===== config.mk =====
export PLATFORM = sky130hd
export DESIGN_NAME = pmu_counter_req_master
export DESIGN_NICKNAME = d
export VERILOG_FILES = /design/src/rtl/pmu_pkg.sv /design/src/rtl/pmu_bit_sync.sv /design/src/rtl/pmu_counter_req_master.sv
export SDC_FILE = /design/constraint.sdc
export NUM_CORES = 1
export LEC_CHECK = 0
export BUFFER_PORTS_ARGS = -buffer_cell sky130_fd_sc_hd__buf_4
export CAP_MARGIN = 0
export CORE_ASPECT_RATIO = 0.75
export CORE_MARGIN = 8
export CORE_UTILIZATION = 47
export DETAILED_ROUTE_END_ITERATION = 12
export HOLD_SLACK_MARGIN = 0.1
export PLACE_DENSITY = 0.79
export SYNTH_ARGS = -nofsm -noshare
export SYNTH_HDL_FRONTEND = slang
export SYNTH_SLANG_ARGS = --single-unit

===== constraint.sdc =====
create_clock -name noc_clk -period 6.7 [get_ports noc_clk]
set_clock_uncertainty 0.2 [all_clocks]
set_input_delay 0.67 -clock noc_clk [delete_from_list [all_inputs] [get_ports noc_clk]]
set_output_delay 0.67 -clock noc_clk [all_outputs]
set_load 0.02 [all_outputs]

===== src/rtl/pmu_pkg.sv =====
// Shared types and address-field widths for the PMU counter requester.
package pmu_pkg;

   typedef enum logic [1:0] {
      IDLE = 2'd0,
      REQ  = 2'd1,
      ACK  = 2'd2,
      RESP = 2'd3
   } pmu_req_state_e;

   localparam int unsigned PMU_TILE_W  = 7;
   localparam int unsigned PMU_REG_W   = 6;
   localparam int unsigned PMU_ALIGN_W = 3;
   localparam int unsigned PMU_ADDR_W  = PMU_TILE_W + PMU_REG_W + PMU_ALIGN_W;

endpackage


===== src/rtl/pmu_bit_sync.sv =====
// Multi-flop single-bit synchronizer for level signals from the counter clock domain.
module pmu_bit_sync #(
   parameter int unsigned STAGES = 2
) (
   input  logic clk,
   input  logic rst,
   input  logic i_async,
   output logic o_sync
);

   logic [STAGES-1:0] r_sync;

   always_ff @(posedge clk or posedge rst) begin
      if (rst) begin
         r_sync <= '0;
      end else begin
         r_sync <= {r_sync[STAGES-2:0], i_async};
      end
   end

   assign o_sync = r_sync[STAGES-1];

endmodule


===== src/rtl/pmu_counter_req_master.sv =====
// NoC-side requester: turns single-cycle register requests into a four-phase
// enable/valid handshake with the counter clock domain, with per-phase timeouts.
module pmu_counter_req_master
   import pmu_pkg::*;
#(
   parameter int unsigned DATA_WIDTH     = 64,
   parameter int unsigned ADDR_WIDTH     = PMU_ADDR_W,
   parameter int unsigned SYNC_STAGES    = 2,
   parameter int unsigned TIMEOUT_CYCLES = 1024
) (
   input  logic                  noc_clk,
   input  logic                  rst,
   input  logic                  req_valid_i,
   output logic                  req_ready_o,
   input  logic                  req_write_i,
   input  logic [ADDR_WIDTH-1:0] req_addr_i,
   input  logic [DATA_WIDTH-1:0] req_wdata_i,
   output logic                  rsp_valid_o,
   input  logic                  rsp_ready_i,
   output logic [DATA_WIDTH-1:0] rsp_rdata_o,
   output logic                  rsp_error_o,
   output logic                  counter_read_enable_o,
   output logic                  counter_write_enable_o,
   output logic [ADDR_WIDTH-1:0] counter_address_o,
   output logic [DATA_WIDTH-1:0] counter_write_data_o,
   input  logic                  counter_read_valid_i,
   input  logic                  counter_write_valid_i,
   input  logic [DATA_WIDTH-1:0] counter_read_data_i
);

   localparam int unsigned   TW   = $clog2(TIMEOUT_CYCLES) + 1;
   localparam logic [TW-1:0] TMAX = TW'(TIMEOUT_CYCLES - 1);

   pmu_req_state_e        r_state, w_next_state;
   logic                  r_write;
   logic                  r_rd_en, r_wr_en;
   logic [ADDR_WIDTH-1:0] r_addr;
   logic [DATA_WIDTH-1:0] r_wdata;
   logic [DATA_WIDTH-1:0] r_rdata;
   logic                  r_error;
   logic [TW-1:0]         r_timer;
   logic                  r_ready_en;

   logic w_rv_s, w_wv_s, w_sel_v;
   logic w_accept, w_ack_hit, w_req_to, w_ack_to;

   pmu_bit_sync #(.STAGES(SYNC_STAGES)) u_rv_sync (
      .clk     (noc_clk),
      .rst     (rst),
      .i_async (counter_read_valid_i),
      .o_sync  (w_rv_s)
   );

   pmu_bit_sync #(.STAGES(SYNC_STAGES)) u_wv_sync (
      .clk     (noc_clk),
      .rst     (rst),
      .i_async (counter_write_valid_i),
      .o_sync  (w_wv_s)
   );

   assign w_sel_v = r_write ? w_wv_s : w_rv_s;

   // Accept is held off while either synced ack is still high so a stale ack drains first.
   assign req_ready_o = r_ready_en && (r_state == IDLE) && !w_rv_s && !w_wv_s;

   always_ff @(posedge noc_clk or posedge rst) begin
      if (rst) begin
         r_state <= IDLE;
      end else begin
         r_state <= w_next_state;
      end
   end

   always_comb begin
      w_next_state = r_state;
      w_accept     = 1'b0;
      w_ack_hit    = 1'b0;
      w_req_to     = 1'b0;
      w_ack_to     = 1'b0;
      case (r_state)
         IDLE: begin
            if (req_valid_i && req_ready_o) begin
               w_accept     = 1'b1;
               w_next_state = REQ;
            end
         end
         REQ: begin
            if (w_sel_v) begin
               w_ack_hit    = 1'b1;
               w_next_state = ACK;
            end else if (r_timer == TMAX) begin
               w_req_to     = 1'b1;
               w_next_state = ACK;
            end
         end
         ACK: begin
            if (!w_sel_v) begin
               w_next_state = RESP;
            end else if (r_timer == TMAX) begin
               w_ack_to     = 1'b1;
               w_next_state = RESP;
            end
         end
         RESP: begin
            if (rsp_ready_i) begin
               w_next_state = IDLE;
            end
         end
         default: w_next_state = IDLE;
      endcase
   end

   always_ff @(posedge noc_clk or posedge rst) begin
      if (rst) begin
         r_ready_en <= 1'b0;
         r_write    <= 1'b0;
         r_rd_en    <= 1'b0;
         r_wr_en    <= 1'b0;
         r_addr     <= '0;
         r_wdata    <= '0;
         r_rdata    <= '0;
         r_error    <= 1'b0;
      end else begin
         r_ready_en <= 1'b1;
         if (w_accept) begin
            r_write <= req_write_i;
            r_addr  <= req_addr_i;
            r_wdata <= req_wdata_i;
            r_rd_en <= !req_write_i;
            r_wr_en <= req_write_i;
            r_rdata <= '0;
            r_error <= 1'b0;
         end
         if (w_ack_hit || w_req_to) begin
            r_rd_en <= 1'b0;
            r_wr_en <= 1'b0;
         end
         if (w_ack_hit && !r_write) begin
            r_rdata <= counter_read_data_i;
         end
         if (w_req_to) begin
            r_error <= 1'b1;
            r_rdata <= '1;
         end
         if (w_ack_to) begin
            r_error <= 1'b1;
         end
      end
   end

   // Timer restarts on every state change and saturates at the timeout value.
   always_ff @(posedge noc_clk or posedge rst) begin
      if (rst) begin
         r_timer <= '0;
      end else if (r_state != w_next_state) begin
         r_timer <= '0;
      end else if ((r_state == REQ || r_state == ACK) && r_timer != TMAX) begin
         r_timer <= r_timer + 1'b1;
      end
   end

   assign rsp_valid_o            = (r_state == RESP);
   assign rsp_rdata_o            = r_rdata;
   assign rsp_error_o            = r_error;
   assign counter_read_enable_o  = r_rd_en;
   assign counter_write_enable_o = r_wr_en;
   assign counter_address_o      = r_addr;
   assign counter_write_data_o   = r_wdata;

endmodule


==> impl_results.md <==
- Dpl ws: 3.75 ns
- CTS sink count: 166
- Crit Path Class: reg2reg
- Initial Util: 47.6%
- CTS tree: built
- Largest net degree at the start of global routing: slightly above 90
- Core region area: 0.0143 sq mm
- Crit path arrival time: 3.02 ns
- Startpoint Class: register
- Via density: around 5.0
- #FFs+latches synth: approximately 170
- Number of global-route vias before repair: 6300
- Reg2reg start: r_state[0]
- Hold WS: ~0.14 ns
- GRT Util Overall: 22.6%
- Peak supply drop: 0.000286 V
- Util after Layout: around two thirds
- Final hold vios: 0
- Area after DPL: between 0.009 and 0.01 sq mm
- IO Pins: 300
- F_max: between 300 and 400 MHz
- DR DRC count: 0
- Netlist cell types: 43
- Routed WL: 21200 microns
- Final non-filler cell area: roughly 0.0098 sq mm
- Clk slew on worst S/H paths: 0.06 ns
- Clock latency on the worst-skew pair: a little over 0.4 ns
- P_leak: approximately 5.3 nW
- Post-CTS Setup Inserts: 0
- Routed len/inst: roughly 17 microns
- Period Utilization, post-route: 44.3%
- Cell Area, Synth: between 0.006 and 0.007 sq mm
- EDFF count, synth: 0
- Share of layout cells above drive strength 1: between 30% and 40%
- PD cells: 469 mW/mm^2
- Filler Cells Inserted: around 1100
- Critical Path Fanout Max: 81
- Die W: 155 microns
- Critical path required time: roughly 6.8 ns
- M1 GR Usage: 26.8%
- Routed via count: just over 6000
- Max_slew headroom: a little over a third
- Slowest cell on crit path: buf_4
- Asr flop ratio synth: 100%
- RD Place Congestion: between 0.8 and 0.9
- Hold_buf cts: 0
- Final worst setup slack: roughly 3.7 ns
- DRT iter0 DRCs: approximately 480
- Detailed Place HPWL: 15000 microns
- Post-synth net total: approximately 900
- Chip height: 120 microns
- GRT overflow: 0
- Post-synthesis instance total: between 700 and 800
- Worst slew pin tran: 0.967 ns
- Setup TNS: 0 ns
- Root buf cell: clkbuf_16
- ANT cells: 0
- Critical path's most frequent cell: nand3_1
- Max capacitance violation total: 0
- Syn Area/Cell: ~9.1 sq um
- Setup crit end kind: register
- # port buffers: ~300
- Busiest layer in global routing: met2
- Antenna violations before repair: 0
- Setup Viol. Count Final: 0
- Register area share after synthesis: approximately 61%
- HP Class: reg2reg
- Slew Limit Fails: 0
- Status: complete, no violations
- H-Tree Depth: 4
- Inserted Clock Buffers: 17
- RSZ-0062 raised after global routing: false
- Critical Path Max Stage Delay: around 0.56 ns
- GR Util met2: between 30% and 40%
- HP Start: u_wv_sync.r_sync[0]
- Area of the die: 0.0186 sq mm
- Count of cells resized by post-cts repair: 0
- Final ANT Viol Nets: 0
- Min Clock Period, post-route: 2.97 ns
- Most used DFF post-synth: dfrtp_1
- Most common cell after layout, fill and taps aside: nand2_1
- Commonest non-fill, non-tap cells in the layout: nand2_1, buf_4, dfrtp_1, nand3_1, clkbuf_16
- Area Growth Syn to Fin: 43.3%
- Synth warn: 0
- Clk buf depth: 2
- Grt met3 use: between 10% and 20%
- Crit-path cells: inv_1 -> ha_1 -> nor4bb_4 -> nand2_4 -> buf_4 -> nand3_1 -> nand3_1
- CP Launch Point: r_state[0]
- DRT Pass-1 Iters: 4
- Final nets: approximately 1200
- First-pass GRT wire length: ~34000 microns
- Row cnt: 38
## power breakdown
| group | leakage (nW) | internal [mW] | total [mW] | switching [mW] |
|---|---|---|---|---|
| combinational | 2.91 | 0.800 | 1.93 | 1.13 |
| clock | 0.292 | 0.576 | 0.985 | 0.409 |
| sequential | 2.14 | 1.42 | 1.66 | 0.245 |
| total | 5.34 | 2.79 | 4.58 | 1.78 |
## cell families (layout without fill, tap and decap cells)
group	Yosys count	after routing	share of synthesized area (%)
DFF	166	166	61.0
xor gates and xnor gates	4	4	0.514
buffers and inverters	53	343	3.34
muxes	2	2	0.367
AOI/OAI and AO/OA	23	23	2.46
adders and majority gates	6	6	1.10
and+or+nand+nor	492	492	31.2
other	1	1	0.0550
## critical path: cells and delay by family, from the launching register on
family | cells | cell delay [ns]
buf+inv | 2 | 0.76
simple gates | 4 | 1.21
flops | 1 | 0.42
fa+ha+maj | 1 | 0.18
## per-layer routing
metal,vias up,routed length [microns]
li1,2977,-
met1,2938,8380
met2,261,9930
met3,26,2430
met4,0,425
met5,-,0
## flip-flops by register name, summed over array words and instances (netlist names)
| signal | cells |
|---|---|
| counter_write_enable_o | 1 |
| counter_read_enable_o | 1 |
| r_timer | 11 |
| rsp_rdata_o | 64 |
| r_ready_en | 1 |
| counter_write_data_o | 64 |
| r_write | 1 |
| rsp_error_o | 1 |
| counter_address_o | 16 |
| u_wv_sync.r_sync | 2 |
| r_state | 2 |
| u_rv_sync.r_sync | 2 |
## cell type report
class | instances | area [sq um] | area share, %
Timing Repair Buffer | 305 | 2290 | 23.4
Clock buffer | 20 | 457 | 4.68
Sequential cell | 166 | 4150 | 42.5
Clock inverter | 12 | 143 | 1.46
Multi-Input combinational cell | 528 | 2450 | 25.0
Tap cell | 200 | 250 | 2.56
Inverter | 6 | 27.5 | 0.282
## cell usage after synthesis, types with 2 or more instances
| master | n | area share, % |
|---|---|---|
| buf_2 | 20 | 1.5 |
| buf_1 | 3 | 0.17 |
| and2_1 | 2 | 0.18 |
| a21oi_1 | 5 | 0.37 |
| nor4_1 | 3 | 0.28 |
| a211oi_1 | 3 | 0.33 |
| xnor2_1 | 3 | 0.39 |
| inv_1 | 6 | 0.33 |
| o21ai_1 | 2 | 0.15 |
| nor2_1 | 15 | 0.83 |
| dfrtp_1 | 166 | 61 |
| nand2b_1 | 2 | 0.18 |
| nand4_1 | 4 | 0.37 |
| nand3_1 | 133 | 9.8 |
| o31ai_1 | 2 | 0.22 |
| ha_1 | 6 | 1.1 |
| nand3b_1 | 2 | 0.22 |
| nand2_1 | 315 | 17 |
| a211oi_2 | 2 | 0.37 |
| nor3_1 | 7 | 0.51 |
| clkbuf_1 | 23 | 1.3 |
| o21ai_0 | 2 | 0.15 |
## final timing paths
path	endpoint	slack, ns	cells past startpoint
max	rsp_rdata_o[63]	3.73	7
min	u_wv_sync.r_sync[1]	0.14	0
max reg2reg	rsp_rdata_o[63]	3.73	7
min reg2reg	u_wv_sync.r_sync[1]	0.14	0
max in group asynchronous	rsp_rdata_o[25]	4.57	3
min in group asynchronous	counter_write_data_o[0]	0.22	2
## through the flow
| step | power [mW] | cells |
|---|---|---|
| CTS | 4.63 | 1237 |
| detailed placement | 3.62 | 1205 |
| global route | 4.86 | 1237 |
| floorplan | 2.68 | 747 |
| global placement | 3.57 | 1205 |
| finish | 4.58 | 1237 |
Power figures use the tool's default switching activity.
